==> src/rtl/seg_pkg.sv <==
// Shared definitions for the seven-segment scan controller.
//   scan_state_e : scan FSM states (BLANK gap, SHOW digit)
//   SEG_BLANK    : all-segments-off cathode pattern (active-low)
//   SEG_TABLE    : hex digit -> {g,f,e,d,c,b,a} active-low segment table
//   seg_decode() : table lookup used by the scan output stage
package seg_pkg;

  typedef enum logic {
    BLANK = 1'b0,
    SHOW  = 1'b1
  } scan_state_e;

  localparam logic [6:0] SEG_BLANK = 7'h7F;

  localparam logic [6:0] SEG_TABLE [16] = '{
    7'b1000000, 7'b1111001, 7'b0100100, 7'b0110000,
    7'b0011001, 7'b0010010, 7'b0000010, 7'b1111000,
    7'b0000000, 7'b0011000, 7'b0001000, 7'b0000011,
    7'b1000110, 7'b0100001, 7'b0000110, 7'b0001110
  };

  function automatic logic [6:0] seg_decode(input logic [3:0] hex);
    return SEG_TABLE[hex];
  endfunction

endpackage

==> src/rtl/seg_debounce.sv <==
// One push-button conditioner: 2-flop synchroniser, stability counter and
// rising-edge detector on the debounced level.
//   clk, rst : system clock, synchronous active-high reset
//   btn      : raw asynchronous button input (active-high)
//   rise     : high for one cycle after the debounced level goes 0 -> 1
// Parameter DB_CYC: cycles the synchronised level must differ from the
// debounced level before the debounced level follows it.
module seg_debounce #(
  parameter int DB_CYC = 50000
) (
  input  logic clk,
  input  logic rst,
  input  logic btn,
  output logic rise
);

  localparam int CW = (DB_CYC > 2) ? $clog2(DB_CYC) : 1;
  localparam logic [CW-1:0] CNT_LAST = CW'(DB_CYC - 1);

  logic          btn_p0;
  logic          btn_p1;
  logic          lvl_q;
  logic          lvl_p2;
  logic [CW-1:0] cnt_q;

  always_ff @(posedge clk) begin
    if (rst) begin
      btn_p0 <= 1'b0;
      btn_p1 <= 1'b0;
      lvl_q  <= 1'b0;
      lvl_p2 <= 1'b0;
      cnt_q  <= '0;
    end else begin
      // synchroniser stages
      btn_p0 <= btn;
      btn_p1 <= btn_p0;
      // debounce stage: counter only runs while the synced level disagrees
      if (btn_p1 == lvl_q) begin
        cnt_q <= '0;
      end else if (cnt_q == CNT_LAST) begin
        lvl_q <= btn_p1;
        cnt_q <= '0;
      end else begin
        cnt_q <= cnt_q + 1'b1;
      end
      // edge-detect stage
      lvl_p2 <= lvl_q;
    end
  end

  assign rise = lvl_q & ~lvl_p2;

endmodule

==> src/rtl/seg_scan_ctrl.sv <==
// Digit store and multiplexed scan driver for a 4-digit common-anode
// seven-segment display.
//   clk, rst   : system clock, synchronous active-high reset
//   switch     : hex value to load (asynchronous)
//   btn        : per-digit load buttons (asynchronous, active-high)
//   led        : registered copy of the synchronised switch value
//   cathodes   : {g,f,e,d,c,b,a}, active-low
//   anodes     : digit enables, active-low; digit i drives anodes[3-i]
//   load_pulse : one-cycle pulse on bit i when digit i is written
// Build option: define SEG_LZ_BLANK_EN to blank leading zeros (digit 0 is
// the most significant); digit 3 is always shown.
module seg_scan_ctrl
  import seg_pkg::*;
#(
  parameter int TICK_DIV  = 100000,
  parameter int BLANK_CYC = 64,
  parameter int DB_CYC    = 50000
) (
  input  logic       clk,
  input  logic       rst,
  input  logic [3:0] switch,
  input  logic [3:0] btn,
  output logic [3:0] led,
  output logic [6:0] cathodes,
  output logic [3:0] anodes,
  output logic [3:0] load_pulse
);

  localparam int CNT_W = $clog2(TICK_DIV);
  localparam logic [CNT_W-1:0] CNT_LAST   = CNT_W'(TICK_DIV - 1);
  localparam logic [CNT_W-1:0] BLANK_LAST = CNT_W'(BLANK_CYC - 1);

  logic [3:0]       sw_p0;
  logic [3:0]       sw_p1;
  logic [3:0]       rise;
  logic [3:0]       digit_q [4];
  logic [3:0]       valid_q;
  logic [3:0]       lz;
  logic [CNT_W-1:0] cnt_q;
  logic             slot_end;
  scan_state_e      state_q;
  scan_state_e      state_d;
  logic [1:0]       idx_q;
  logic [1:0]       idx_d;
  logic [3:0]       an_d;
  logic [6:0]       cat_d;

  // switch synchroniser stages; pure data, so no reset
  always_ff @(posedge clk) begin
    sw_p0 <= switch;
    sw_p1 <= sw_p0;
  end

  always_ff @(posedge clk) begin
    if (rst) led <= '0;
    else     led <= sw_p1;
  end

  for (genvar i = 0; i < 4; i++) begin : g_db
    seg_debounce #(.DB_CYC(DB_CYC)) u_db (
      .clk  (clk),
      .rst  (rst),
      .btn  (btn[i]),
      .rise (rise[i])
    );
  end

  // digit store: a debounced press captures the synced switch value
  always_ff @(posedge clk) begin
    if (rst) begin
      valid_q    <= '0;
      load_pulse <= '0;
      for (int i = 0; i < 4; i++) digit_q[i] <= '0;
    end else begin
      load_pulse <= rise;
      for (int i = 0; i < 4; i++) begin
        if (rise[i]) begin
          digit_q[i] <= sw_p1;
          valid_q[i] <= 1'b1;
        end
      end
    end
  end

  // slot prescaler
  assign slot_end = (cnt_q == CNT_LAST);

  always_ff @(posedge clk) begin
    if (rst)           cnt_q <= '0;
    else if (slot_end) cnt_q <= '0;
    else               cnt_q <= cnt_q + 1'b1;
  end

  // scan FSM
  always_ff @(posedge clk) begin
    if (rst) begin
      state_q <= BLANK;
      idx_q   <= '0;
    end else begin
      state_q <= state_d;
      idx_q   <= idx_d;
    end
  end

  always_comb begin
    state_d = state_q;
    idx_d   = idx_q;
    case (state_q)
      BLANK: if (cnt_q == BLANK_LAST) state_d = SHOW;
      SHOW: begin
        if (slot_end) begin
          state_d = BLANK;
          idx_d   = idx_q + 2'd1;
        end
      end
      default: state_d = BLANK;
    endcase
  end

`ifdef SEG_LZ_BLANK_EN
  // A digit is a leading zero while every valid digit up to and including
  // it is zero; invalid digits are blank anyway so they do not break the run.
  logic zero_run;
  always_comb begin
    lz       = '0;
    zero_run = 1'b1;
    for (int i = 0; i < 3; i++) begin
      zero_run = zero_run && (!valid_q[i] || (digit_q[i] == 4'h0));
      lz[i]    = zero_run;
    end
  end
`else
  assign lz = '0;
`endif

  always_comb begin
    an_d  = 4'b1111;
    cat_d = SEG_BLANK;
    if (state_q == SHOW) begin
      an_d = ~(4'b1000 >> idx_q);
      if (valid_q[idx_q] && !lz[idx_q]) cat_d = seg_decode(digit_q[idx_q]);
    end
  end

  // output register stage
  always_ff @(posedge clk) begin
    if (rst) begin
      anodes   <= 4'b1111;
      cathodes <= SEG_BLANK;
    end else begin
      anodes   <= an_d;
      cathodes <= cat_d;
    end
  end

endmodule
==> config.mk <==
export PLATFORM = sky130hd
export DESIGN_NAME = seg_scan_ctrl
export DESIGN_NICKNAME = d
export VERILOG_FILES = /design/src/rtl/seg_pkg.sv /design/src/rtl/seg_debounce.sv /design/src/rtl/seg_scan_ctrl.sv
export SDC_FILE = /design/constraint.sdc
export NUM_CORES = 1
export LEC_CHECK = 0
export CAP_MARGIN = 20
export CORE_MARGIN = 4
export CORE_UTILIZATION = 63
export CTS_CLUSTER_DIAMETER = 80
export DETAILED_ROUTE_END_ITERATION = 12
export DONT_BUFFER_PORTS = 1
export PLACE_DENSITY = 0.87
export SETUP_SLACK_MARGIN = 0.15
export SYNTH_ARGS = -nofsm -noshare
export SYNTH_HDL_FRONTEND = slang
export SYNTH_SLANG_ARGS = --single-unit
==> constraint.sdc <==
create_clock -name clk -period 1.99 [get_ports clk]
set_input_delay 0.0995 -clock clk [delete_from_list [all_inputs] [get_ports clk]]
set_output_delay 0.0995 -clock clk [all_outputs]
set_load 0.01 [all_outputs]
# Word-level counts from Yosys, hierarchy flattened
# Memories as Yosys holds them, arrays and structs flattened. A register that Yosys moved wholly into a read port is not among the register bits.
# Index checks and enable logic that the tools add are counted.
# Widths: inputs -> output; s select.
# word_totals
elab_cells,113
regBits,124
output_inout_bits,19
inputBits,10
romBits,112
mem_count,2
ramBits,16
# classes
n_eq_ne,10
bitwise,20
shift,1
n_lt_le_gt_ge,1
mux,27
reduce_logical,14
addsub,6
# memory_table
name,depth,word_bits,read_ports,rd_clocked_by_memory_dff,wr,line,text
(name not given),16,7,1,1,0,seg_pkg.sv:23,return SEG_TABLE[hex];
digit_q,4,4,1,1,4,seg_scan_ctrl.sv:36,logic [3:0] digit_q [4];
# ops
cell,n
$add 16x1->16 const B,4
$eq 16x16->1 const B,4
$mux 1,18
$add 17x1->17 const B,1
$eq 17x17->1 const B,1
$eq 17x6->1 const B,1
$mux 4,4
$reduce_or 3->1,5
$not 1->1,10
$reduce_and 2->1,5
$not 4->5,1
$and 1x1->1,4
$bmux 1 s2,2
$eq 1x1->1,4
$mux 2,2
$not 4->4,1
$or 1x1->1,4
$reduce_or 2->1,2
$shr 4x2->4 const A,1
$lt 2x3->1 const B,1
$add 2x1->2 const B,1
$pmux 1 s2,1
$logic_and 1x1->1,1
$logic_not 1->1,1

# Longest topological paths before layout
# depth
depth_word,6
mapped_depth,8
ltp_nobuf,7

# Cells and area by module
# A second synthesis with hierarchy kept.
# hier_totals
hier_cells,607
hier_area_um2,6119.6
# by_module_without_submodules
mod,cells_per_inst,area_each_um2,n_inst,seq_area_each_um2
seg_debounce,90,834.6,4,400.4
seg_scan_ctrl,247,2781.4,1,1541.5

# Least setup slack after synthesis
# Ideal clock, no wire load.
# synth_timing
kind,reg2reg
from,register with a tool-made name
to,register cathodes[3]
setup_ns,0.127
path_slack_ns,0.149
stages_incl_launch_ff,6
n_path_buf,0
period_less_slack_ns,1.841
arrival_ns,1.715
required_ns,1.863
path_cell_list,dfxtp_1 mux4_2 inv_1 ha_1 o32ai_1 o21ai_1
# synth_lines
item,line,text
to (decl),seg_scan_ctrl.sv:24,"output logic [6:0] cathodes,"

==> flow_summary.toml <==
[timing]
timing.final.hold_violations = 0
slew-limit-headroom_pct = 69.1
post-route-min-period_ps = 1800
finalSetupViolations = 0
timing.fmax_ghz = 0.554
final.setup.tns_ps = 0
clock_skew_ps = 8.48
min_period_over_period_pct = 90.6
slew_at_the_pin_closest_to_its_max_slew_limit_ps = 463
rsz0062_at_grt = "yes"
drv_slew = 0

[logic_synthesis]
yosys_warnings = 0
syn-num-nets = 646
postSynthAreaPerCell_um2 = 9.88
synth_edf_count = 16
area_fraction_in_and_or_nand_and_nor_cells_after_synthesis_pct = 24.8
netlist_top_cells_count = "dfxtp_1 (133), nor2_1 (94), nand2_1 (40), xor2_1 (33)"
post_synth_xor_area_fraction_pct = 8.84
post-synth-top-count-cell = "dfxtp_1"
dominant_combinational_cell_family_by_area_after_synthesis = "simple AND/OR/NAND/NOR gates"
synth-seq-cells = 149
synth_cells = 622
synth-main-ff-cell = "dfxtp_1"
yosys.area_share.adder_pct = 2.85
asyncSetResetFlopFracSynth_pct = 0
netlist-cell-type-count = 53
yosys.area.top_type = "dfxtp_1"
synth_area_leaders = "dfxtp_1 (43%), edfxtp_1 (7.8%), nor2_1 (5.7%)"
synth_compound_gate_area_share_pct = 5.39
sequential_area_share_after_synthesis_pct = 51.1
syn-cell-area_um2 = 6150
yosys-mux-area-fraction_pct = 3.40
post-synth-top-area-fraction_pct = 43.3

[clock_tree]
cts_sinks = 149
cts_bufs_inserted = 17
clock_tree.root_cell = "clkbuf_8"
clk_pin_slew_worst_paths_ps = 70
worst_skew_pair.late_latency_ps = 530
htree_num_levels = 4
clock_path_buffers = 2
cts_tree = "yes"

[finish]
flow.area_growth_from_synthesis_pct = 13.4
post_route_cells_drive_above_1_share_pct = 12.2
layoutNonFillerInstCount = 784
antenna_cells = 0
finish.net_count = 666

[floorplan]
chipHeight_um = 107
rows = 35
start_util_pct = 65.6
die_x_um = 107
pin_count = 29
core_area_um2 = 9370
design.die.area_um2 = 11400

[placed_design]
dp_cells = 736
port_buffers = 0
gpl.final_weighted_congestion = 0.876
dp_hpwl_um = 7230

[worst_setup_path]
critPathMaxFanout = 4
cp_data_arrival_time_ps = 2200
cp.required_ps = 2390
critical_path_class = "reg2reg"
startpoint_type = "register"
cp-end-kind = "register"

[power]
cellLeakagePower_nw = 2.44
peakVddDrop_v = 0.000489
pwr_density_cell_nw_per_um2 = 879

[route]
drt-total-wl_um = 12100
detail_route.vias_per_cell = 5.81
num_vias = 4553
route.antenna.remaining_nets = 0
route.detailed.drc = 0
drt_iter0_drc = 287
drt_pass1_iterations = 5
detail_route.wl_per_cell_um = 15.5

[global_route]
gr-usage-met1_pct = 25.6
grt_busiest_layer = "met2"
grt_overflow = 0
grtUsageMet3_pct = 6.02
wire_length_of_the_first_global_routing_pass_um = 20200
grt.total_usage_pct = 22.0
grt_start_max_net_pins = 32
grt_met2_use_pct = 37.5
first_global_vias = 4423
antenna_violations_before_repair = 0

[run]
maxCapViolations = 0

[status]
outcome = "completed"

[worst_hold_path]
worstHoldPathType = "in2reg"
[layout make-up]
type / count / area, µm²
sequential: 149 / 3150
multi-input combinational: 428 / 2830
clock buffer: 17 / 414
fill: 592 / 2400
timing repair buffer: 21 / 198
inverter: 25 / 93.8
tap: 129 / 161
clock inverter: 15 / 121
[cells in the final DEF (no fill, tap or decap), types with 4 or more instances in the layout]
cell type,instances
mux2_2,5
inv_1,23
dfxtp_1,130
xnor2_1,29
nand2_1,39
nor2_1,94
mux2i_1,4
edfxtp_1,16
and3_1,14
nor4_1,9
and4_1,6
clkbuf_16,16
nand4_1,23
mux4_2,5
nor3_1,9
dlygate4sd3_1,11
a21oi_1,20
nor2b_1,17
o21ai_0,11
nand2b_1,6
or4_1,6
nand3_1,28
inv_6,6
o31ai_1,5
or3_1,11
xor2_1,33
buf_4,9
ha_1,11
[cells by family (layout without fill, tap and decap cells)]
group | count (synthesis) | count (layout)
AO/OA/AOI/OAI | 50 | 50
XOR/XNOR | 62 | 62
adder cells (fa/ha/maj) | 14 | 14
buffers and inverters | 45 | 78
flip-flops | 149 | 149
multiplexers | 14 | 14
AND/OR/NAND/NOR | 288 | 288
[path summary, 6_finish.rpt]
path | startpoint | end | slack (ps) | depth (start not counted)
hold reg to reg | sw_p0[3] | sw_p1[3] | 330 | 0
setup reg to reg | register | cathodes[5] | 190 | 5
setup / recovery | register | cathodes[5] | 190 | 5
hold / removal | rst | register | 70 | 3
[per-layer routing]
metal  vias to the layer above  wire length, µm
met2                       166             6130
met4                         0              276
li1                       2197                -
met5                         -                0
met3                        33              681
met1                      2157             5040
[where the power goes]
group          internal, mW  switching (mW)
registers              3.07          0.0239
logic                0.0640          0.0851
clock network          1.56            1.32
[registers in the layout, summed over array words and instances (netlist names), named ones only]
register	count
anodes	4
cathodes	7
cnt_q	17
digit_q	16
g_db.u_db.btn_p0	4
g_db.u_db.btn_p1	4
g_db.u_db.cnt_q	64
g_db.u_db.lvl_p2	4
g_db.u_db.lvl_q	4
idx_q	2
led	4
load_pulse	4
state_q	1
sw_p0	4
sw_p1	4
valid_q	4
[per-stage QoR]
step / total power, mW / cell area [µm²] / hold slack, ps / util [%] / worst slack (ps)
detailed placement: 3.26 / 6220 / 127 / 66.4 / 100
floorplan: 3.25 / 6150 / 127 / - / 223
global placement: 3.25 / 6220 / 127 / 66.4 / 158
CTS: 6.15 / 6900 / 57.5 / 73.7 / 162
finish: 6.13 / 6970 / 72.4 / 74.4 / 186
global route: 6.31 / 6970 / 96.5 / 74.4 / 118
[what timing repair did]
item | CTS | global route
gates resized for setup | 3 | 11
hold buffers | 11 | 1
gates cloned | 0 | 0
setup buffers | 3 | 1
endpoints found under the setup margin | 1 | 10
hold endpoints to repair | 70 | 16
pin swaps | 0 | 2
[worst max-delay path: stages (launching register included)]
cell	delay [ps]
dfxtp_4	390
mux4_2	570
ha_1	280
mux2_2	290
nand2_1	70
o211ai_1	90
No activity file was read; power rests on OpenSTA's default activity.
